$ cat src/rtl/ps2_scan_ctrl.sv
// PS/2 set-2 scan-code sequencer: parses E0/F0 prefixes into key events and
// queues them in a show-ahead FIFO. Define PS2_TYPEMATIC_FILTER_EN to drop typematic repeats.
module ps2_scan_ctrl #(
  parameter int FIFO_DEPTH     = 8,
  parameter int TIMEOUT_CYCLES = 1000000,
  parameter int CNT_W          = 8
) (
  input  logic                          clk,
  input  logic                          resetn,
  input  logic                          rx_valid,
  input  logic [7:0]                    rx_data,
  input  logic                          rx_err,
  output logic                          ev_valid,
  input  logic                          ev_ready,
  output logic [7:0]                    ev_code,
  output logic                          ev_ext,
  output logic                          ev_break,
  output logic [$clog2(FIFO_DEPTH):0]   fifo_count,
  output logic                          overflow,
  output logic                          held_valid,
  output logic [7:0]                    held_code,
  output logic                          held_ext,
  output logic [CNT_W-1:0]              press_count,
  output logic                          seq_timeout,
  output logic [1:0]                    dbg_state
);

  localparam int AW = $clog2(FIFO_DEPTH);
  localparam int TW = (TIMEOUT_CYCLES > 1) ? $clog2(TIMEOUT_CYCLES) : 1;
  localparam logic [TW-1:0]    WD_LAST  = TW'(TIMEOUT_CYCLES - 1);
  localparam logic [TW-1:0]    WD_ONE   = 1;
  localparam logic [AW-1:0]    PTR_ONE  = 1;
  localparam logic [AW:0]      CNT_ONE  = 1;
  localparam logic [AW:0]      CNT_FULL = (AW+1)'(FIFO_DEPTH);
  localparam logic [CNT_W-1:0] PRS_ONE  = 1;

  localparam logic [1:0] S_IDLE = 2'd0;
  localparam logic [1:0] S_E0   = 2'd1;
  localparam logic [1:0] S_F0   = 2'd2;
  localparam logic [1:0] S_E0F0 = 2'd3;

  logic [1:0]       r_state, w_state_nxt;
  logic [TW-1:0]    r_wd;
  logic             r_seq_timeout;
  logic [9:0]       r_mem [FIFO_DEPTH];
  logic [AW-1:0]    r_wr, r_rd;
  logic [AW:0]      r_count;
  logic             r_overflow;
  logic             r_held_valid, r_held_ext;
  logic [7:0]       r_held_code;
  logic [CNT_W-1:0] r_press;

  logic w_byte, w_is_e0, w_is_f0, w_code_byte, w_ext, w_brk;
  logic w_timeout, w_match_held, w_suppress, w_push, w_pop, w_full, w_accept, w_drop;
  logic [9:0] w_entry, w_head;

  assign w_byte      = rx_valid && !rx_err;
  assign w_is_e0     = (rx_data == 8'hE0);
  assign w_is_f0     = (rx_data == 8'hF0);
  assign w_code_byte = w_byte && !w_is_e0 && !w_is_f0;
  assign w_ext       = (r_state == S_E0) || (r_state == S_E0F0);
  assign w_brk       = (r_state == S_F0) || (r_state == S_E0F0);
  assign w_timeout   = (r_state != S_IDLE) && !rx_valid && !rx_err && (r_wd == WD_LAST);
  assign w_entry     = {w_ext, w_brk, rx_data};

  assign w_match_held = r_held_valid && (rx_data == r_held_code) && (w_ext == r_held_ext);
`ifdef PS2_TYPEMATIC_FILTER_EN
  assign w_suppress = !w_brk && w_match_held;
`else
  assign w_suppress = 1'b0;
`endif

  // Consumer handshake: the head entry is transferred on any cycle where
  // ev_valid && ev_ready; ev_valid never depends on ev_ready.
  assign w_push   = w_code_byte && !w_suppress;
  assign w_pop    = (r_count != '0) && ev_ready;
  assign w_full   = (r_count == CNT_FULL);
  assign w_accept = w_push && (!w_full || w_pop);
  assign w_drop   = w_push && w_full && !w_pop;

  always_comb begin
    w_state_nxt = r_state;
    if (rx_err) begin
      w_state_nxt = S_IDLE;
    end else if (rx_valid) begin
      if (w_is_e0) begin
        w_state_nxt = S_E0;
      end else if (w_is_f0) begin
        if (r_state == S_IDLE)    w_state_nxt = S_F0;
        else if (r_state == S_E0) w_state_nxt = S_E0F0;
      end else begin
        w_state_nxt = S_IDLE;
      end
    end else if (w_timeout) begin
      w_state_nxt = S_IDLE;
    end
  end

  always_ff @(posedge clk) begin
    if (!resetn) begin
      r_state       <= S_IDLE;
      r_wd          <= '0;
      r_seq_timeout <= 1'b0;
    end else begin
      r_state       <= w_state_nxt;
      r_seq_timeout <= w_timeout;
      if (rx_valid || (r_state == S_IDLE) || w_timeout) r_wd <= '0;
      else                                               r_wd <= r_wd + WD_ONE;
    end
  end

  always_ff @(posedge clk) begin
    if (w_accept) r_mem[r_wr] <= w_entry;
  end

  always_ff @(posedge clk) begin
    if (!resetn) begin
      r_wr       <= '0;
      r_rd       <= '0;
      r_count    <= '0;
      r_overflow <= 1'b0;
    end else begin
      if (w_accept) r_wr <= r_wr + PTR_ONE;
      if (w_pop)    r_rd <= r_rd + PTR_ONE;
      if (w_accept && !w_pop)      r_count <= r_count + CNT_ONE;
      else if (!w_accept && w_pop) r_count <= r_count - CNT_ONE;
      if (w_drop) r_overflow <= 1'b1;
    end
  end

  // Held key follows only events that actually entered the FIFO.
  always_ff @(posedge clk) begin
    if (!resetn) begin
      r_held_valid <= 1'b0;
      r_held_code  <= 8'h00;
      r_held_ext   <= 1'b0;
      r_press      <= '0;
    end else if (w_accept) begin
      if (!w_brk) begin
        r_held_valid <= 1'b1;
        r_held_code  <= rx_data;
        r_held_ext   <= w_ext;
        r_press      <= r_press + PRS_ONE;
      end else if (w_match_held) begin
        r_held_valid <= 1'b0;
      end
    end
  end

  assign w_head      = r_mem[r_rd];
  assign ev_valid    = (r_count != '0);
  assign ev_code     = ev_valid ? w_head[7:0] : 8'h00;
  assign ev_break    = ev_valid && w_head[8];
  assign ev_ext      = ev_valid && w_head[9];
  assign fifo_count  = r_count;
  assign overflow    = r_overflow;
  assign held_valid  = r_held_valid;
  assign held_code   = r_held_code;
  assign held_ext    = r_held_ext;
  assign press_count = r_press;
  assign seq_timeout = r_seq_timeout;
  assign dbg_state   = r_state;

endmodule
$ cat config.mk
export PLATFORM = sky130hd
export DESIGN_NAME = ps2_scan_ctrl
export DESIGN_NICKNAME = d
export VERILOG_FILES = /design/src/rtl/ps2_scan_ctrl.sv
export SDC_FILE = /design/constraint.sdc
export NUM_CORES = 1
export LEC_CHECK = 0
export ABC_AREA = 0
export CORE_ASPECT_RATIO = 1.75
export CORE_MARGIN = 4
export CORE_UTILIZATION = 30
export CTS_CLUSTER_DIAMETER = 100
export DETAILED_ROUTE_END_ITERATION = 10
export GPL_TIMING_DRIVEN = 1
export PLACE_DENSITY_LB_ADDON = 0.25
export SLEW_MARGIN = 25
export SYNTH_ARGS = -nofsm -noshare
export SYNTH_HDL_FRONTEND = slang
export SYNTH_SLANG_ARGS = --single-unit
export TNS_END_PERCENT = 20
$ cat constraint.sdc
create_clock -name clk -period 4.5 [get_ports clk]
set_input_delay 1.125 -clock clk [delete_from_list [all_inputs] [get_ports clk]]
set_output_delay 1.125 -clock clk [all_outputs]
set_load 0.02 [all_outputs]
### Word-level counts from Yosys, hierarchy flattened

Memories as Yosys holds them, arrays and structs flattened. A register that Yosys moved wholly into a read port is not among the register bits.
Index checks and enable logic that the tools add are counted.

| word-level totals | value |
|---|---|
| register bits | 52 |
| bits in writable memories | 80 |
| input port bits | 13 |
| output and inout port bits | 37 |
| logic and storage cells | 84 |
| memories | 1 |

| cells by class | value |
|---|---|
| $add $sub $neg | 6 |
| eq/ne operators | 11 |
| multiplexer cells | 15 |
| bitwise gates (word level) | 2 |
| reductions and logical operators | 38 |

Memories:

| memory | words | bits a word | rd ports | clocked after Yosys merged registers in | wr ports | RTL line | source |
|---|---|---|---|---|---|---|---|
| r_mem | 8 | 10 | 1 | 1 | 1 | 45 | `logic [9:0] r_mem [FIFO_DEPTH];` |

Operators with widths:

| operator | count |
|---|---|
| adder 20 x 1 -> 20 bit (second input constant) | 1 |
| equality test 20 bit (second input constant) | 1 |
| equality test 8 bit (second input constant) | 2 |
| logical AND 1 bit | 16 |
| 2-to-1 mux 2 bit | 6 |
| adder 8 x 1 -> 8 bit (second input constant) | 1 |
| equality test 8 bit | 1 |
| 2-to-1 mux 4 bit | 2 |
| 2-to-1 mux 8 bit | 1 |
| zero test 1 bit | 7 |
| adder 3 x 1 -> 3 bit (second input constant) | 2 |
| 2-to-1 mux 3 bit | 2 |
| AND reduction 2 bit | 3 |
| nonzero test 2 bit | 3 |
| logical OR 1 bit | 5 |
| inequality test 5 x 3 -> 1 bit (second input constant) | 1 |
| adder 4 x 1 -> 4 bit (second input constant) | 1 |
| equality test 2 bit (second input constant) | 2 |
| equality test 4 bit (second input constant) | 1 |
| 2-to-1 mux 1 bit | 4 |
| nonzero test 4 bit | 1 |
| OR reduction 2 bit | 2 |
| subtractor 4 x 1 -> 4 bit (second input constant) | 1 |
| equality test 2 x 1 -> 1 bit (second input constant) | 1 |
| 4 further kinds | 5 |

### Longest topological paths before layout

| depth | value |
|---|---|
| depth in word-level cells | 9 |
| mapped depth | 11 |
| depth with buffers taken out | 11 |

### Least setup slack after synthesis

OpenSTA, ideal clock, no wires.

| path | value |
|---|---|
| path kind | input to register |
| from | input port rx_data[5] |
| to | memory r_mem[0][0], enable pin |
| setup time | 0.404 ns |
| arrival time | 3.114 ns |
| required time | 4.096 ns |
| slack | 0.983 ns |
| stages on the path | 4 |
| path buffers | 0 |
| cells stage by stage | nor3b_1 -> a211oi_1 -> nand2_1 -> nor4_1 |

| between the ends | value |
|---|---|
| longest elaborated chain between the ends | 7 |
| elaborated cells on any way between the ends | 9 |
| classes of those cells | 2 x eq/ne; 2 x mux; 5 x reduce/logical |

Ends and longest elaborated chain:

| item | RTL line | source |
|---|---|---|
| start: declaration | 11 | `input logic [7:0] rx_data,` |
| equality test 8 bit | 58 | `assign w_is_e0 = (rx_data == 8'hE0);` |
| zero test 1 bit | 60 | `assign w_code_byte = w_byte && !w_is_e0 && !w_is_f0;` |
| logical AND 1 bit | 60 |  |
| logical AND 1 bit * | 60 |  |
| logical AND 1 bit * | 78 | `assign w_accept = w_push && (!w_full \|\| w_pop);` |
| 2-to-1 mux 1 bit * | 113 | `if (w_accept) r_mem[r_wr] <= w_entry;` |
| 2-to-1 mux 1 bit (not written as such) * | 113 |  |
| end: declaration | 45 |  |

Mark *: on every way between the ends. The rest lies on a longest branch, timed or not.

### Final worst setup path

| path | value |
|---|---|
| from | input port rx_data[7] |
| to | register r_count[3] (netlist: fifo_count[3]) |

| between the ends | value |
|---|---|
| longest elaborated chain between the ends | 8 |
| elaborated cells on any way between the ends | 12 |
| classes of those cells | 2 x eq/ne; 1 x mux; 9 x reduce/logical |

Ends and longest elaborated chain:

| item | RTL line | source |
|---|---|---|
| equality test 8 bit | 58 |  |
| zero test 1 bit | 60 |  |
| logical AND 1 bit | 60 |  |
| logical AND 1 bit * | 60 |  |
| logical AND 1 bit * | 78 |  |
| net w_accept | 54 | `logic w_timeout, w_match_held, w_suppress, w_push, w_pop, w_full, w_accept, w_drop;` |
| zero test 1 bit | 126 | `else if (!w_accept && w_pop) r_count <= r_count - CNT_ONE;` |
| logical AND 1 bit | 126 |  |
| nonzero test 2 bit (no source line) | -- |  |
| end signal: assignment | 125 | `if (w_accept && !w_pop) r_count <= r_count + CNT_ONE;` |
| end signal: assignment | 126 |  |
| end: declaration | 47 | `logic [AW:0] r_count;` |

Mark *: on every way through the listed nets, which the timed path passes. The rest lies on a longest branch.
A chain may end at the register's enable or synchronous reset.

==> out/qor.txt <==
Synth Instances: 438
Max incr delay on CP: 0.59 ns
Period utilisation layout: 83.0%
Hold Vio Cnt, Final: 0
Row count: 66
Gpl congestion: 0.759
Synthesized flop and latch total: 135
Total Wirelength: 13100 um
DR iter-0 viols: 188
Root buf cell: clkbuf_16
DRC Markers: 0
Asr flop ratio synth: 0%
DP HPWL: 9150 um
Core region area: 18600 sq um
Clock H-tree levels: 4
Area of the die: 21200 sq um
# clock sinks: 135
Leakage: 0.00233 uW
Rel. slew slack: 51.6%
Most Crowded Layer GR: met2
Max VDD drop: 0.000265 V
Vias per Instance: 4.81
Multi-input combinational cell area: 2040 sq um
WS Path Type: in -> reg
Synth-to-Final Area Change: 26.4%
Routed via count: 3649
Setup_tns: 0 ns
Netlist Area Pre-Place: 5650 sq um
Layout Utilization: 38.4%
CTS Buffer Depth: 2
Slew Viols, Final: 0
Maximum number of pins on one net before global-route repair: 28
Antenna Nets Post-Route: 0
Synth cell types: 44
Hold buffers post-CTS: 0
Outcome: complete, no violations
GR Overflow Total: 0
Layout cells sized above 1: 16.5%
Register area share after synthesis: 62.1%
Number of diodes: 0
# setup viols final: 0
Yosys warning total: 0
Die span in y: 189 um
Crit path cell chain: clkdlybuf4s50_1 > nor4bb_1 > a211oi_2 > nand2_1 > inv_1 > ha_1 > inv_1 > ha_1 > a21o_1 > a21oi_1 > mux2i_1 > mux2i_1
Met1 Use GR: 14.4%
CP max stage cell: nor4bb_1
GR Util met2: 24.6%
Clk slew on worst S/H paths: 0.06 ns
RSZ-0062 raised after global routing: no
Critical Path RT: 4.85 ns
PD cells: 499 nW/um^2
Initial antenna violation count: 0
Layout Nets: 529
Vias in the first global route: 3973
Hold WC Path Type: reg -> reg
Clock Latency Late Sink: 0.42 ns
Arr. time, crit path: 4.09 ns
Cts repair resizes: 0
Avg Inst Size Synth: 12.9 sq um
Number of I/O pins: 50
Filler cell count: 1773
Inserted Clock Buffers: 17
Most used DFF post-synth: edfxtp_1
Max Fclk: 268 MHz
Syn Nets: 459
# Post-CTS Setup Buffers: 0
Tmin final: 3.73 ns
Max Cap Viol: 0
Initial Util: 30.4%
Delay-heaviest family, CP: simple AND/OR/NAND/NOR gates
Port Buffer Count: 49
Chip Width: 112 um
Type of origin of the critical path: input port
Gr usage total: 13.3%
Worst Path Buf+Inv: 3
First-pass GRT wire length: 21600 um
EDFF count, synth: 80
Register area: 3500 sq um
Actual slew at the worst max-slew pin: 0.725 ns
WL per Instance: 17.3 um
CTS tree: done
Drt first pass iters: 4
Worst-path fanout max: 5
CP endpoint kind: flop
Worst Skew: 0.00894 ns
Met3 Usage GRT: 3.58%
## synth_stat cells (all sizes together) (2+ instances only)
cell type,n,area [sq um]
mux2i,18,180
buf,7,31.3
or3,8,50.1
clkbuf,13,48.8
nand4,7,58.8
nor3,10,50.1
o31ai,3,22.5
inv,10,37.5
xor2,12,105
edfxtp,80,2400
or2,2,12.5
nand3,26,130
mux4,20,450
nand2b,9,56.3
ha,7,87.6
o21ai,21,105
dfxtp,55,1100
xnor2,13,114
a21oi,26,134
nand2,19,71.3
nor2,43,161
nor4,7,43.8
nor3b,2,15.0
or4,6,48.8
## routing by layer
metal | vias up | routed length, um
li1 | 1777 | -
met1 | 1784 | 5010
met2 | 78 | 7440
met3 | 10 | 511
met4 | 0 | 166
met5 | - | 0
## state kept, by name, summed over array words and instances, names as in the netlist, 2 cells and up, named ones only
| signal | flops |
|---|---|
| dbg_state | 2 |
| fifo_count | 4 |
| held_code | 8 |
| press_count | 8 |
| r_mem | 80 |
| r_rd | 3 |
| r_wd | 20 |
| r_wr | 3 |
## cell families (layout without fill, tap and decap cells)
family / count (synthesis) / count (layout) / share of synthesized area, %
buffers and inverters: 30 / 113 / 2.08
multiplexers: 38 / 38 / 11.2
adder cells (fa/ha/maj): 8 / 8 / 1.91
AND/OR/NAND/NOR: 144 / 144 / 13.1
XOR/XNOR: 25 / 25 / 3.88
AO/OA/AOI/OAI: 58 / 58 / 5.78
flip-flops: 135 / 135 / 62.1
## report_power, final
group | internal (uW) | switching, uW
registers | 1350 | 39.8
logic | 378 | 420
clock network | 864 | 512
total | 2590 | 973
## cells in the final DEF (no fill, tap or decap), drive strengths merged, types with 2 or more instances in the layout
cell type,netlist,layout
a21oi,26,26
buf,7,22
clkbuf,13,23
clkdlybuf4s50,0,49
clkinv,0,3
clkinvlp,0,2
dfxtp,55,55
edfxtp,80,80
ha,7,7
inv,10,13
mux2i,18,18
mux4,20,20
nand2,19,19
nand2b,9,9
nand3,26,26
nand4,7,7
nor2,43,43
nor3,10,10
nor3b,2,2
nor4,7,7
o21ai,21,21
o31ai,3,3
or2,2,2
or3,8,8
or4,6,6
xnor2,13,13
xor2,12,12
## worst register-to-register path: cells and delay by family (launching register included)
family / cells / cell delay, ns
AOI/OAI and AO/OA: 2 / 0.34
adders and majority gates: 2 / 0.47
buffers and inverters: 2 / 0.23
DFF: 1 / 0.37
muxes: 2 / 0.42
and+or+nand+nor: 3 / 1.02
## per-stage QoR
step                      instances  instance area, sq um  hold slack [ns]  total power (uW)  worst slack [ns]
after floorplan                 438                  5650            0.441              1910             0.983
after global placement          727                  6530            0.456              2230             0.374
after detailed placement        727                  6530            0.469              2240             0.297
after CTS                       759                  7130            0.481              3620             0.727
after global routing            759                  7140            0.516              3740             0.459
final                           759                  7140            0.482              3570             0.767
## layout make-up
| type | instances | share of cell area, % |
|---|---|---|
| clock buffers | 23 | 7.22 |
| clock inverters | 9 | 1.19 |
| inverters | 10 | 0.526 |
| multi-input cells | 273 | 28.6 |
| flip-flops and latches | 135 | 49.1 |
| well taps | 238 | 4.17 |
| repair buffers | 71 | 9.18 |
## worst paths after layout
kind | start | end | slack [ns] | cells after the start
worst max register to register | fifo_count[0] | fifo_count[3] | 1.60 | 11
worst min register to register | press_count[7] | press_count[7] | 0.48 | 2
worst max-delay path | rx_data[7] | fifo_count[3] | 0.77 | 12
worst min-delay path | press_count[7] | press_count[7] | 0.48 | 2
No activity file was read; power rests on OpenSTA's default activity.
